$ cat src/rtl/fifo_uart_pkg.sv
// Shared types and constants for the FIFO-fed UART transmitter.
package fifo_uart_pkg;

    localparam int DEF_DATA_WIDTH     = 8;
    localparam int DEF_PRESCALE_WIDTH = 8;

    localparam logic PAR_EVEN = 1'b0;
    localparam logic PAR_ODD  = 1'b1;

    typedef enum logic [2:0] {
        IDLE,
        START,
        DATA,
        PARITY,
        STOP
    } state_e;

    // data_xor is the XOR-reduction of the frame payload
    function automatic logic parity_bit(input logic data_xor, input logic par_typ);
        return data_xor ^ (par_typ == PAR_ODD);
    endfunction

endpackage

$ cat src/rtl/uart_bit_timer.sv
// Bit-period counter: pulses bit_done on the last clock of each serial bit.
module uart_bit_timer
    import fifo_uart_pkg::*;
#(
    parameter int PRESCALE_WIDTH = DEF_PRESCALE_WIDTH
) (
    input  logic                      i_clk,
    input  logic                      i_rst,
    input  logic                      i_load,
    input  logic [PRESCALE_WIDTH-1:0] i_period,
    output logic                      o_bit_done
);

    localparam logic [PRESCALE_WIDTH-1:0] ONE = PRESCALE_WIDTH'(1);

    logic [PRESCALE_WIDTH-1:0] cnt_q, cnt_d;
    logic                      last;

    assign last = (cnt_q == i_period - ONE);

    // load holds the counter at zero so the first bit starts from a clean count
    always_comb begin
        cnt_d = cnt_q + ONE;
        if (i_load || last) begin
            cnt_d = '0;
        end
    end

    always_ff @(posedge i_clk) begin
        if (i_rst) begin
            cnt_q <= '0;
        end else begin
            cnt_q <= cnt_d;
        end
    end

    assign o_bit_done = last && !i_load;

endmodule

$ cat src/rtl/fifo_uart_tx.sv
// UART transmitter that pops bytes from a first-word-fall-through FIFO and
// serializes them as start / data (LSB first) / optional parity / stop.
module fifo_uart_tx
    import fifo_uart_pkg::*;
#(
    parameter int DATA_WIDTH     = DEF_DATA_WIDTH,
    parameter int PRESCALE_WIDTH = DEF_PRESCALE_WIDTH
) (
    input  logic                      i_clk,
    input  logic                      i_rst,
    input  logic [DATA_WIDTH-1:0]     i_fifo_data,
    input  logic                      i_fifo_empty,
    output logic                      o_fifo_rinc,
    input  logic                      i_par_en,
    input  logic                      i_par_typ,
    input  logic [PRESCALE_WIDTH-1:0] i_prescale,
    output logic                      o_tx,
    output logic                      o_busy
);

    localparam int IDX_W = (DATA_WIDTH > 1) ? $clog2(DATA_WIDTH) : 1;
    localparam logic [IDX_W-1:0]          LAST_IDX = IDX_W'(DATA_WIDTH - 1);
    localparam logic [IDX_W-1:0]          IDX_ONE  = IDX_W'(1);
    localparam logic [PRESCALE_WIDTH-1:0] MIN_PER  = PRESCALE_WIDTH'(1);

    state_e                    state_q, state_d;
    logic [DATA_WIDTH-1:0]     shift_q, shift_d;
    logic [IDX_W-1:0]          idx_q, idx_d;
    logic [PRESCALE_WIDTH-1:0] period_q, period_d;
    logic                      par_en_q, par_en_d;
    logic                      par_typ_q, par_typ_d;
    logic                      data_xor_q, data_xor_d;
    logic                      tx_q, tx_d;
    logic                      rinc;
    logic                      timer_load;
    logic                      bit_done;
    logic [DATA_WIDTH-1:0]     shift_nxt;

    assign shift_nxt  = shift_q >> 1;
    assign timer_load = (state_q == IDLE);

    uart_bit_timer #(
        .PRESCALE_WIDTH(PRESCALE_WIDTH)
    ) u_bit_timer (
        .i_clk     (i_clk),
        .i_rst     (i_rst),
        .i_load    (timer_load),
        .i_period  (period_q),
        .o_bit_done(bit_done)
    );

    // tx_d is the line level for the state being entered, so o_tx is a pure flop
    always_comb begin
        state_d    = state_q;
        shift_d    = shift_q;
        idx_d      = idx_q;
        period_d   = period_q;
        par_en_d   = par_en_q;
        par_typ_d  = par_typ_q;
        data_xor_d = data_xor_q;
        tx_d       = tx_q;
        rinc       = 1'b0;

        unique case (state_q)
            IDLE: begin
                tx_d = 1'b1;
                if (!i_fifo_empty) begin
                    rinc       = 1'b1;
                    shift_d    = i_fifo_data;
                    data_xor_d = ^i_fifo_data;
                    par_en_d   = i_par_en;
                    par_typ_d  = i_par_typ;
                    period_d   = (i_prescale == '0) ? MIN_PER : i_prescale;
                    idx_d      = '0;
                    tx_d       = 1'b0;
                    state_d    = START;
                end
            end
            START: begin
                if (bit_done) begin
                    tx_d    = shift_q[0];
                    state_d = DATA;
                end
            end
            DATA: begin
                if (bit_done) begin
                    if (idx_q == LAST_IDX) begin
                        if (par_en_q) begin
                            tx_d    = parity_bit(data_xor_q, par_typ_q);
                            state_d = PARITY;
                        end else begin
                            tx_d    = 1'b1;
                            state_d = STOP;
                        end
                    end else begin
                        idx_d   = idx_q + IDX_ONE;
                        shift_d = shift_nxt;
                        tx_d    = shift_nxt[0];
                    end
                end
            end
            PARITY: begin
                if (bit_done) begin
                    tx_d    = 1'b1;
                    state_d = STOP;
                end
            end
            STOP: begin
                tx_d = 1'b1;
                if (bit_done) begin
                    state_d = IDLE;
                end
            end
            default: begin
                tx_d    = 1'b1;
                state_d = IDLE;
            end
        endcase
    end

    always_ff @(posedge i_clk) begin
        if (i_rst) begin
            state_q    <= IDLE;
            shift_q    <= '0;
            idx_q      <= '0;
            period_q   <= MIN_PER;
            par_en_q   <= 1'b0;
            par_typ_q  <= PAR_EVEN;
            data_xor_q <= 1'b0;
            tx_q       <= 1'b1;
        end else begin
            state_q    <= state_d;
            shift_q    <= shift_d;
            idx_q      <= idx_d;
            period_q   <= period_d;
            par_en_q   <= par_en_d;
            par_typ_q  <= par_typ_d;
            data_xor_q <= data_xor_d;
            tx_q       <= tx_d;
        end
    end

    // reset masks the pop strobe even though the FSM may still read IDLE
    assign o_fifo_rinc = rinc && !i_rst;
    assign o_tx        = tx_q;
    assign o_busy      = (state_q != IDLE);

endmodule
$ cat config.mk
export PLATFORM = sky130hd
export DESIGN_NAME = fifo_uart_tx
export DESIGN_NICKNAME = d
export VERILOG_FILES = /design/src/rtl/fifo_uart_pkg.sv /design/src/rtl/uart_bit_timer.sv /design/src/rtl/fifo_uart_tx.sv
export SDC_FILE = /design/constraint.sdc
export NUM_CORES = 1
export LEC_CHECK = 0
export CAP_MARGIN = 0
export CORE_ASPECT_RATIO = 0.75
export CORE_UTILIZATION = 51
export DETAILED_ROUTE_END_ITERATION = 8
export GPL_ROUTABILITY_DRIVEN = 0
export PLACE_DENSITY_LB_ADDON = 0.3
export SLEW_MARGIN = 20
export SYNTH_ARGS = -nofsm -noshare
export SYNTH_HDL_FRONTEND = slang
export SYNTH_HIERARCHICAL = 1
export SYNTH_SLANG_ARGS = --single-unit
$ cat constraint.sdc
create_clock -name i_clk -period 6.67 [get_ports i_clk]
set_input_delay 1.0005 -clock i_clk [delete_from_list [all_inputs] [get_ports i_clk]]
set_output_delay 1.0005 -clock i_clk [all_outputs]
set_load 0.005 [all_outputs]
# Word-level counts from Yosys, hierarchy flattened

Index checks and enable logic that the tools add are counted.

Output and inout bits: 3
Memory bits (writable): 0
Logic and storage cells: 68
ROM bits: 0
Latch bits: 0
Input bits: 21
Memories: 0
Flip-flop bits (word level): 34

Muxes and demuxes: 26
Divide/modulo/power cells: 0
Bitwise gates (word level): 2
Shift operators: 0
Add/subtract/negate cells: 3
Equal/unequal tests: 13
Reductions and logical operators: 15
$mul: 0
Magnitude comparators: 0

Operator list:

| cell                | number |
|---|---|
| $mux 8              | 4 |
| $mux 3              | 10 |
| $pmux 8 s2          | 1 |
| $pmux 3 s5          | 1 |
| $ne 2x2->1 const B  | 7 |
| $add 8x1->8 const B | 1 |
| $eq 8x8->1          | 1 |
| $logic_not 8->1     | 1 |
| $mux 1              | 8 |
| $reduce_xor 8->1    | 1 |
| $sub 8x1->8 const B | 1 |
| $eq 3x2->1 const B  | 2 |
| $eq 3x3->1 const B  | 2 |
| $pmux 3 s2          | 1 |
| $reduce_and 6->1    | 1 |
| $pmux 1 s4          | 1 |
| $reduce_and 4->1    | 1 |
| $add 3x1->3 const B | 1 |
| $eq 3x1->1 const B  | 1 |
| $logic_not 3->1     | 1 |
| $reduce_and 3->1    | 1 |
| $reduce_bool 3->1   | 1 |
| $logic_and 1x1->1   | 2 |
| $logic_not 1->1     | 2 |
| other kinds (6)     | 6 |

# Logic depth before layout (Yosys ltp)

Depth in word-level cells: 5
Mapped depth: 12
Depth with buffers taken out: 11

# Modules after synthesis

The synthesis kept the hierarchy.

By module, submodules not included:

| module         | instances | seq. area each (um^2) | cells an instance | area an instance (um^2) |
|---|---|---|---|---|
| fifo_uart_tx   | 1         | 520.5                 | 147               | 1,262.5 |
| uart_bit_timer | 1         | 160.2                 | 70                | 644.4 |

# Worst setup path before layout

OpenSTA, ideal clock, no wires.

Path type: register -> register
Start: register period_q[0]
End: register shift_q[2]
Library setup time: 0.079 ns
Period minus slack after synthesis: 2.851 ns
Path slack: 3.819 ns
Data arrival time: 2.771 ns
Path buffers: 1
Stages on the path, launching flop included: 12
Path through: dfxtp_1 -> inv_1 -> ha_1 -> xor2_1 -> nand3_1 -> a2111oi_4 -> and3b_1 -> nand3b_1 -> a211oi_4 -> buf_6 -> nor2_1 -> a211oi_2

Word-level cells in the longest chain between the ends: 5

RTL lines:

| what                              | RTL line             | source |
|---|---|---|
| from (decl)                       | fifo_uart_tx.sv:29   | `logic [PRESCALE_WIDTH-1:0] period_q, period_d;` |
| from (signal assigned)            | fifo_uart_tx.sv:135  | `period_q <= period_d;` |
| $sub 8x1->8                       | uart_bit_timer.sv:19 | `assign last = (cnt_q == i_period - ONE);` |
| $eq 8x8->1                        | uart_bit_timer.sv:19 |  |
| $logic_and 1x1->1                 | uart_bit_timer.sv:37 | `assign o_bit_done = last && !i_load;` |
| via bit_done                      | fifo_uart_tx.sv:36   | `logic bit_done;` |
| $ne 2x2->1 (no source line)       | --                   |  |
| $reduce_and 4->1 (no source line) | --                   |  |
| to (signal assigned)              | fifo_uart_tx.sv:133  | `shift_q <= shift_d;` |
| to (decl)                         | fifo_uart_tx.sv:27   | `logic [DATA_WIDTH-1:0] shift_q, shift_d;` |

The timed path passes the listed nets, and every way through them passes these cells.
A chain may end at the register's enable or synchronous reset.

# Final worst setup path

Start: register period_q[0]
End: register idx_q[2]

Word-level cells in the longest chain between the ends: 5

RTL lines:

| what                              | RTL line             | source |
|---|---|---|
| $sub 8x1->8                       | uart_bit_timer.sv:19 |  |
| $eq 8x8->1                        | uart_bit_timer.sv:19 |  |
| $logic_and 1x1->1                 | uart_bit_timer.sv:37 |  |
| via bit_done                      | fifo_uart_tx.sv:36   |  |
| $ne 2x2->1 (no source line)       | --                   |  |
| $reduce_and 4->1 (no source line) | --                   |  |
| to (signal assigned)              | fifo_uart_tx.sv:134  | `idx_q <= idx_d;` |
| to (decl)                         | fifo_uart_tx.sv:28   | `logic [IDX_W-1:0] idx_q, idx_d;` |

The timed path passes the listed nets, and every way through them passes these cells.

==> impl_metrics.tcl <==
set metrics [dict create \
    leakage_nw 0.803 \
    switching_power_mw 0.138 \
    arrival_ns 3.69 \
    synth_top_area_cell "dfxtp_1" \
    cp_slowest_cell "a211oi_4" \
    synth_cell_types 44 \
    netlist_area_mm2 0.00191 \
    grt_overflow 0 \
    antenna_found_initial 0 \
    worstPathMaxFanout 18 \
    cp.required_ns 6.84 \
    final_area_mm2 0.00225 \
    cts_resized 0 \
    slew_violations 0 \
    cp-end-kind "register" \
    crit_path_start_kind "register" \
    clock.fmax_ghz 0.284 \
    synth_area_leaders "dfxtp_1 36%, xnor2_1 5.5%, mux2i_1 5.2%, xor2_1 5.1%, nand2_1 4.7%" \
    hold_viol 0 \
    post-cts-setup-buffers 0 \
    cts.clk_slew.worst_paths_ns 0.07 \
    die_w_um 72.6 \
    fin_worst_skew_ns 0.00410 \
    wl_um 4070 \
    syn-num-nets 242 \
    pwr-share-clk 0.329 \
    coreArea_mm2 0.00342 \
    io_pins 24 \
    p_per_area_mw_per_mm2 214 \
    netlist.area_leader.share 0.357 \
    p_sw_frac 0.288 \
    place_area_mm2 0.00215 \
    setup_tns_ns 0 \
    ctsHoldBuffers 0 \
    cts_sinks 34 \
    slew_headroom 0.445 \
    synth_edf_count 0 \
    power_frac_comb 0.198 \
    total_power_mw 0.481 \
    hp-class "register to register" \
    row_count 18 \
    critPathMaxStageDelay_ns 0.76 \
    fillers 314 \
    setup_viol 0 \
    status "finished, final reports clean" \
    clock_latency_ns 0.29 \
    path_class "register to register" \
    drt_iter0_markers 129 \
    grt_pass1_wl_um 6790 \
    synth_ff_type "dfxtp_1" \
    vias 1621 \
    syn_to_final_growth_pct 17.8 \
    htreeDepth 2 \
    netlist_top_cells_count "34 x dfxtp_1, 24 x nand2_1, 22 x nor2_1, 17 x a21oi_1, 12 x xnor2_1" \
    period_share 0.528 \
    cap_viol_max_count 0 \
    yosys_warnings 6 \
    rsz0062_at_grt "false" \
    async_flop_share 0 \
    grt_pass1_vias 1415 \
    drc 0 \
    min_period_ns 3.52 \
    synth.most_common_cell "dfxtp_1" \
    io_buffer_count 23 \
    numCtsBuffers 5 \
    grt_max_degree 35 \
    post-dp-hpwl_um 2920 \
    clockRootBuffer "clkbuf_8" \
    path_cells "inv_1 > ha_1 > xor2_1 > nand3_1 > a2111oi_4 > and3b_1 > nand3b_1 > a211oi_4 > mux2i_1 > nor2_1" \
    dr.pass1.iters 4 \
    synthCells 217 \
    synth_seq_cells 34 \
    die_area_mm2 0.00399 \
    insertedDiodeCount 0 \
    fin_nets 263 \
    layout-drive-gt1-share 0.0879 \
    worst_pin_slew_ns 0.830 \
    clockBufferDepth 2 \
    syn_avg_cell_area_um2 8.79 \
    start_util 0.557 \
    vias_per_cell 5.61 \
    cp_top_family "compound AO/OA/AOI/OAI gates" \
    worst-path-buf-inv 1 \
    wl_per_cell_um 14.1 \
    seq_area_frac_synth 0.357 \
    p_int_mw 0.342 \
    postRouteAntennaNets 0 \
    seqPwrFrac 0.472 \
    grt.total_usage 0.232 \
    die_height_um 55.0 \
    vdd_drop_max_uv 175 \
    cts_tree "done" \
]
## stage by stage
| stage | hold WS [ns] | instances | util | setup WS [ns] |
|---|---|---|---|---|
| final | 0.483 | 289 | 0.656 | 3.15 |
| after detailed placement | 0.469 | 281 | 0.629 | 3.18 |
| after global routing | 0.510 | 289 | 0.656 | 2.86 |
| after CTS | 0.479 | 289 | 0.656 | 3.15 |
| after global placement | 0.458 | 281 | 0.629 | 3.18 |
| after floorplan | 0.446 | 217 | - | 3.82 |
## metal layers
metal,part of all wire,global-route usage,up-vias
met5,0,0,-
met4,0.013,0.101,0
met3,0.046,0.0525,7
met2,0.41,0.340,40
met1,0.53,0.329,765
li1,-,-,809
## final timing paths
check,from,end,slack [ns],cells past startpoint
setup reg to reg,period_q[0]$_SDFFE_PP1P_,idx_q[2]$_SDFFE_PP0P_,3.15,10
hold / removal,period_q[7]$_SDFFE_PP0P_,period_q[7]$_SDFFE_PP0P_,0.48,2
hold reg to reg,period_q[7]$_SDFFE_PP0P_,period_q[7]$_SDFFE_PP0P_,0.48,2
setup / recovery,period_q[0]$_SDFFE_PP1P_,idx_q[2]$_SDFFE_PP0P_,3.15,10
## tightest hold or removal path, stage by stage, from the launching register on
cell,delay [ns]
dfxtp_1,0.32
nand2_1,0.06
a21oi_1,0.06
## cell type report
cell class	count	area [um^2]	share of cell area
well taps	50	62.6	0.0279
clock buffers	7	86.3	0.0384
repair buffers	25	245	0.109
inverters	3	11.3	0.00501
multi-input cells	169	1150	0.514
clock inverters	1	5.00	0.00223
flip-flops and latches	34	681	0.303
## layout by cell type (no fill, tap or decap), types with 4 or more instances in the layout
cell type         n
a2111oi_1         5
nand3_1           7
o21ai_0           7
clkdlybuf4s50_1  23
nor2_1           22
nor3_1            6
clkbuf_8          6
nand2_1          24
mux2i_1          10
dfxtp_1          34
a211oi_1          5
xnor2_1          12
nand2b_1          5
nand3b_1          4
ha_1              4
xor2_1           11
a21oi_1          17
## registers in the layout, summed over array words and instances, names as in the netlist
name,count
shift_q,8
state_q,3
par_en_q,1
idx_q,3
par_typ_q,1
data_xor_q,1
period_q,8
o_tx,1
u_bit_timer/cnt_q,8
## cells by family (layout without fill, tap and decap cells)
logic type               after synthesis  in the layout  synth area share
AO/OA/AOI/OAI                         47             47             0.193
XOR/XNOR                              24             24             0.114
adder cells (fa/ha/maj)                4              4            0.0262
buffers and inverters                 14             36            0.0374
flip-flops                            34             34             0.357
multiplexers                          10             10            0.0525
AND/OR/NAND/NOR                       84             84             0.220
## power by group through the flow
stage	logic, mW	registers (mW)	clock network (mW)
after floorplan	0.0680	0.227	0
after global placement	0.0926	0.231	0
after detailed placement	0.0948	0.231	0
after CTS	0.0951	0.227	0.164
after global routing	0.104	0.229	0.171
final	0.0954	0.227	0.158
No activity file was read; power rests on OpenSTA's default activity.
==> variant 1, RTL diff (same settings) <==
Set the package constant `DEF_PRESCALE_WIDTH` to 10 (it was 8).
--- a/src/rtl/fifo_uart_pkg.sv
+++ b/src/rtl/fifo_uart_pkg.sv
@@ -2,7 +2,7 @@
 package fifo_uart_pkg;
 
     localparam int DEF_DATA_WIDTH     = 8;
-    localparam int DEF_PRESCALE_WIDTH = 8;
+    localparam int DEF_PRESCALE_WIDTH = 10;
 
     localparam logic PAR_EVEN = 1'b0;
     localparam logic PAR_ODD  = 1'b1;
Ports: changed (resized i_prescale); port bits go from 24 to 26. No check against the original RTL was run, so the function may have changed too.
==> variant 1 against the original RTL <==
  * Cell count grew 18%
  * First-iteration DRC count shrank 21%
  * Worst hold slack worse by 0.026 ns
  * Setup slack worse by 0.084 ns
  * Die area rose by 12%
  * Sequential share of layout area grew 0.59 points
  * Design area grew 9.6%
  * Wire length is 12% higher
  * Area after synthesis rose by 12%
  * Power increased by 11%
  * Sequential cell count is 4 higher
  * Clock skew grew 0.0021 ns
==> variant 1: results (changes against the original RTL) <==
- The count of cell types in the netlist is 52 (+18%).
- Counting instances in the post-synthesis netlist gives the leading cell types as 48 x nand2_1, 38 x dfxtp_1, 24 x a21oi_1, 24 x nor2_1, 14 x xnor2_1.
- The number of global-route vias before repair is 1600 (+13%).
- The cell with the largest stage delay on the worst path is clkdlybuf4s50_1.
- The final worst clock skew is 0.006187 ns (+0.002086 ns).
- The worst hold margin is 0.4577 ns (-0.02552 ns).
- The count of inserted antenna diode cells is 0 (unchanged).
- The overall routed net length is 4552 um (+12%).
- The root cell of the clock tree is clkbuf_8.
- The detailed-router iteration count before antenna repair is 4 (unchanged).
- In this run the critical register-to-register path is launched from period_q[2].
- The quantity of I/O buffers inserted on ports is 25 (+8.7%).
- The kind of cell with the highest combined delay along the critical path is buffers and inverters.
- The measured slew at the worst slew-check pin is 0.7772 ns (-0.05234 ns).
- The maximum cell stage delay along the critical path is 0.52 ns (-0.24 ns).
- The overall fraction of global-route tracks in use was 21.67% (-1.5 points).
- The number of nets in the final layout was 314 (+19%).
- The global-route wire length before repair came to 7527 um (+11%).
- The synthesis warning total came to 6 (unchanged).
- The leakage power is 0.9542 nW (+19%).
- The startpoint identified for the worst hold timing path is idx_q[2].
- The H-tree depth is 2 (unchanged).
- The share of synthesized flip-flops with an asynchronous set or reset is 0% (unchanged).
- The detailed router's first-iteration violation count is 102 (-21%).
- The peak fanout along the critical path is 14 (-4).
- By area the synthesized netlist is led by dfxtp_1 35%, nand2_1 8.4%, xnor2_1 5.7%, a21oi_1 5.6%, nor2_1 4.2%.
- The setup fix buffers added after clock tree synthesis is 0 (unchanged).
- The largest net degree at the start of global routing is 32 (-8.6%).
- The HPWL after detailed placement is 3231 um (+11%).
- The register-to-register setup slack is 3.17 ns (+0.02 ns).
- The proportion of synthesized chip area in sequential cells is 35.47% (-0.22 points).
- The fraction of layout cells with a size suffix above 1 was 6.294% (-2.5 points).
- Tracing the worst setup path back leads to its startpoint at i_fifo_empty.
- The routed via count came to 1901 (+17%).
- In the final layout, the registers with the most flip-flops are period_q (10), u_bit_timer/cnt_q (10), shift_q (8).
- The minimum clock period is 3.608 ns (+0.08401 ns).
- The maximum clock insertion buffer count came to 2 (unchanged).
- The worst supply voltage drop on vdd is 101.1 uV (-42%).
- The post-cts resize count is 0 (unchanged).
- The critical path arrival was 2.61 ns (-1.08 ns).
- The total nets after synthesis is 295 (+22%).
- The run finished with clean final reports.
variant 1: cell type report:
type                       count  area [um^2]
clock buffer                   6        82.58
fill                         377         1567
inverter                       6        22.52
multi-input combinational    210         1270
sequential                    38        760.7
tap                           55        68.82
timing repair buffer          26        257.7
variant 1: report_power, final:
group / switching, mW / leakage (nW) / internal, mW
clock network: 0.0775 / 0.0431 / 0.0797
logic: 0.0622 / 0.600 / 0.0558
registers: 0.0166 / 0.311 / 0.242
total: 0.156 / 0.954 / 0.377
variant 1: tightest hold or removal path, delay by kind of cell, from the launching register on:
family             cells  cell delay (ns)
AOI/OAI and AO/OA      1             0.05
DFF                    1             0.31
and+or+nand+nor        1             0.05
variant 1: path summary, 6_finish.rpt:
path	endpoint	depth (start not counted)
max	o_fifo_rinc	4
min	idx_q[2]	2
max reg2reg	shift_q[1]	9
min reg2reg	idx_q[2]	2
variant 1: per-layer routing:
| metal | wire length [um] | vias up | global-route usage, % |
|---|---|---|---|
| met4 | 72 | 0 | 9.066 |
| li1 | - | 987 | - |
| met1 | 2517 | 857 | 32.04 |
| met2 | 1768 | 47 | 30.23 |
| met5 | 0 | - | 0 |
| met3 | 193 | 10 | 4.567 |
variant 1: metrics by stage:
stage / setup WS [ns] / cells / power (mW) / cell area [um^2] / utilization (%)
6_report: 3.062 / 341 / 0.5336 / 2462 / 61.12
4_1_cts: 3.070 / 341 / 0.5398 / 2462 / 61.12
3_5_place_dp: 3.086 / 335 / 0.3810 / 2380 / 59.07
2_1_floorplan: 3.759 / 268 / 0.3472 / 2145 / -
3_3_place_gp: 3.088 / 335 / 0.3791 / 2380 / 59.07
5_1_grt: 2.936 / 341 / 0.5630 / 2462 / 61.12
variant 1: logic make-up (layout without fill, tap and decap cells):
group,after synthesis,count (layout),synth area share [%]
compound gates,59,59,18.32
fa+ha+maj,5,5,2.801
xor+xnor,24,24,9.802
mux,2,2,0.9335
simple gates,120,120,27.36
buf+inv,20,38,5.309
flops,38,38,35.47
==> variant 2, RTL diff (same settings) <==
Without the edit above. Make the reset (`i_rst`) asynchronous in 2 clocked blocks.
--- a/src/rtl/uart_bit_timer.sv
+++ b/src/rtl/uart_bit_timer.sv
@@ -26,7 +26,7 @@
         end
     end
 
-    always_ff @(posedge i_clk) begin
+    always_ff @(posedge i_clk or posedge i_rst) begin
         if (i_rst) begin
             cnt_q <= '0;
         end else begin
--- a/src/rtl/fifo_uart_tx.sv
+++ b/src/rtl/fifo_uart_tx.sv
@@ -118,7 +118,7 @@
         endcase
     end
 
-    always_ff @(posedge i_clk) begin
+    always_ff @(posedge i_clk or posedge i_rst) begin
         if (i_rst) begin
             state_q    <= IDLE;
             shift_q    <= '0;
Behaviour: differs if i_rst is asserted again (counterexample within 4 cycles, from zero or initial values and one cycle with i_rst high); with i_rst held inactive, the same outputs for 10 cycles.
==> variant 2 against the original RTL <==
  * Sequential cell count unchanged
  * Non-clock buffer count down 2
  * First-iteration DRC count up 23%
  * Setup slack better by 0.20 ns
  * Area after synthesis up 4.3%
  * Design area up 3.6%
  * Wire length down 3.5%
  * Count of clock-buffer cells in the layout unchanged
Power is not compared: it rests on default switching activity, and its combinational part moved more than twofold at a synthesized area within 25%.
==> variant 2: results (changes against the original RTL) <==
- The flow ran to the end, and the final reports show no timing, DRC or antenna violations.
- The count of cell types in the netlist is 48 (+9.1%).
- The wire length per cell is 14.76 um (+4.9%).
- The clock transition time at the flip-flop clock pins of the worst setup and hold paths came to 0.07 ns (about the same).
- The worst hold path belongs to the class reg2reg.
- The worst setup path category is in2out.
- The worst supply voltage drop on vdd is 203.3 uV.
- The number of nets in the final layout is 238 (-9.5%).
- The critical path arrival came to 2.33 ns (-1.36 ns).
- The synthesis warning total came to 6 (unchanged).
- The most common flop cell mapped by yosys is dfrtp_1.
- The number of clock buffers inserted by TritonCTS came to 5 (unchanged).
- The HPWL after detailed placement was 2906 um (-0.47%).
- The count of inserted antenna diode cells is 0 (unchanged).
- The peak fanout along the critical path is 5 (-13).
- The largest net degree at the start of global routing is 27 (-23%).
- The global-route wire length before repair is 6837 um (+0.71%).
- The layout filler cell count was 299 (-4.8%).
- In the post-synthesis netlist, the biggest area contributors are dfrtp_1 40%, xnor2_1 6.6%, mux2i_1 4.0%, xor2_1 4.0%, o21ai_0 3.0%.
- The total nets after synthesis is 215 (-11%).
- The detailed router's first-iteration violation count is 159 (+23%).
- The quantity of I/O buffers inserted on ports is 23 (unchanged).
- The placement-stage cell area was 2232 um^2 (+3.6%).
- The proportion of synthesized chip area in sequential cells is 42.92% (+7.2 points).
- The share of synthesized flip-flops with an asynchronous set or reset is 100.0% (+100 points).
- The post-place setup slack is 3.314 ns (+0.1320 ns).
- The number of instances in the synthesized netlist came to 190 (-12%).
- The register-to-register setup slack was 3.53 ns (+0.38 ns).
- The fraction of layout cells with a size suffix above 1 is 12.62% (+3.8 points).
- In this run, power in combinational logic comes to 0.359 mW.
- The maximum achievable frequency is 300.5 MHz (+5.9%).
- The final worst clock skew is 0.006492 ns (+0.002390 ns).
- The number of placed instances with taps included is 258 (-8.2%).
- The post-route non-filler standard cell count came to 266 (-8.0%).
- The post-cts resize count is 0 (unchanged).
- The overall fraction of global-route tracks in use is 21.68% (-1.5 points).
- The worst slew slack as a fraction of its limit came to 39.11% (-5.4 points).
- Clock latency on the worst-skew pair, taken at its later pin, is 0.28 ns.
- The number of global-route vias before repair was 1448 (+2.3%).
- The number of vias per cell after detailed routing is 5.575 (-0.60%).
- The relative contribution of sequential cells to total power is 42.7%.
- After synthesis, the most frequently instantiated cells are 32 x dfrtp_1, 15 x xnor2_1, 14 x nand2_1.
==> variant 2: logic make-up after synthesis <==
kind of cell | synth area share, %
AND/OR/NAND/NOR | 17.68
multiplexers | 9.125
XOR/XNOR | 10.57
adder cells (fa/ha/maj) | 2.517
flip-flops | 42.92
buffers and inverters | 4.091
AO/OA/AOI/OAI | 13.09
==> variant 2: per-stage QoR <==
stage	utilization, %	hold slack (ns)
floorplan	-	0.4412
global placement	60.58	0.4615
detailed placement	60.58	0.4730
CTS	63.06	0.4885
global route	63.16	0.5176
finish	63.16	0.4851
==> variant 2: final timing paths <==
path	startpoint	to	depth (start not counted)
worst min-delay path	shift_q[0]	shift_q[0]	2
max in group asynchronous	i_rst	shift_q[2]	2
min in group asynchronous	i_rst	u_bit_timer/cnt_q[2]	2
worst min register to register	shift_q[0]	shift_q[0]	2
worst max register to register	period_q[0]	state_q[2]	11
worst max-delay path	i_fifo_empty	o_fifo_rinc	3
==> variant 2: cell type report <==
type | count | area, um^2 | share of cell area (%)
inverter | 8 | 30.03 | 1.290
multi-input combinational | 141 | 1057 | 45.43
clock inverter | 1 | 5.005 | 0.2151
timing repair buffer | 23 | 230.2 | 9.892
tap | 52 | 65.06 | 2.796
clock buffer | 7 | 86.33 | 3.710
sequential | 34 | 853.3 | 36.67
==> variant 2: worst max-delay path: stages <==
cell	delay (ns)
clkdlybuf4s50_1	0.56
nor3_1	0.24
clkdlybuf4s50_1	0.52
==> variant 2: metal layers <==
layer / up-vias / part of all wire, % / track usage (%)
met1: 718 / 47 / 30.69
met2: 33 / 47 / 33.25
li1: 728 / - / -
met5: - / 0 / 0
met3: 4 / 4.7 / 5.072
met4: 0 / 0.76 / 5.769
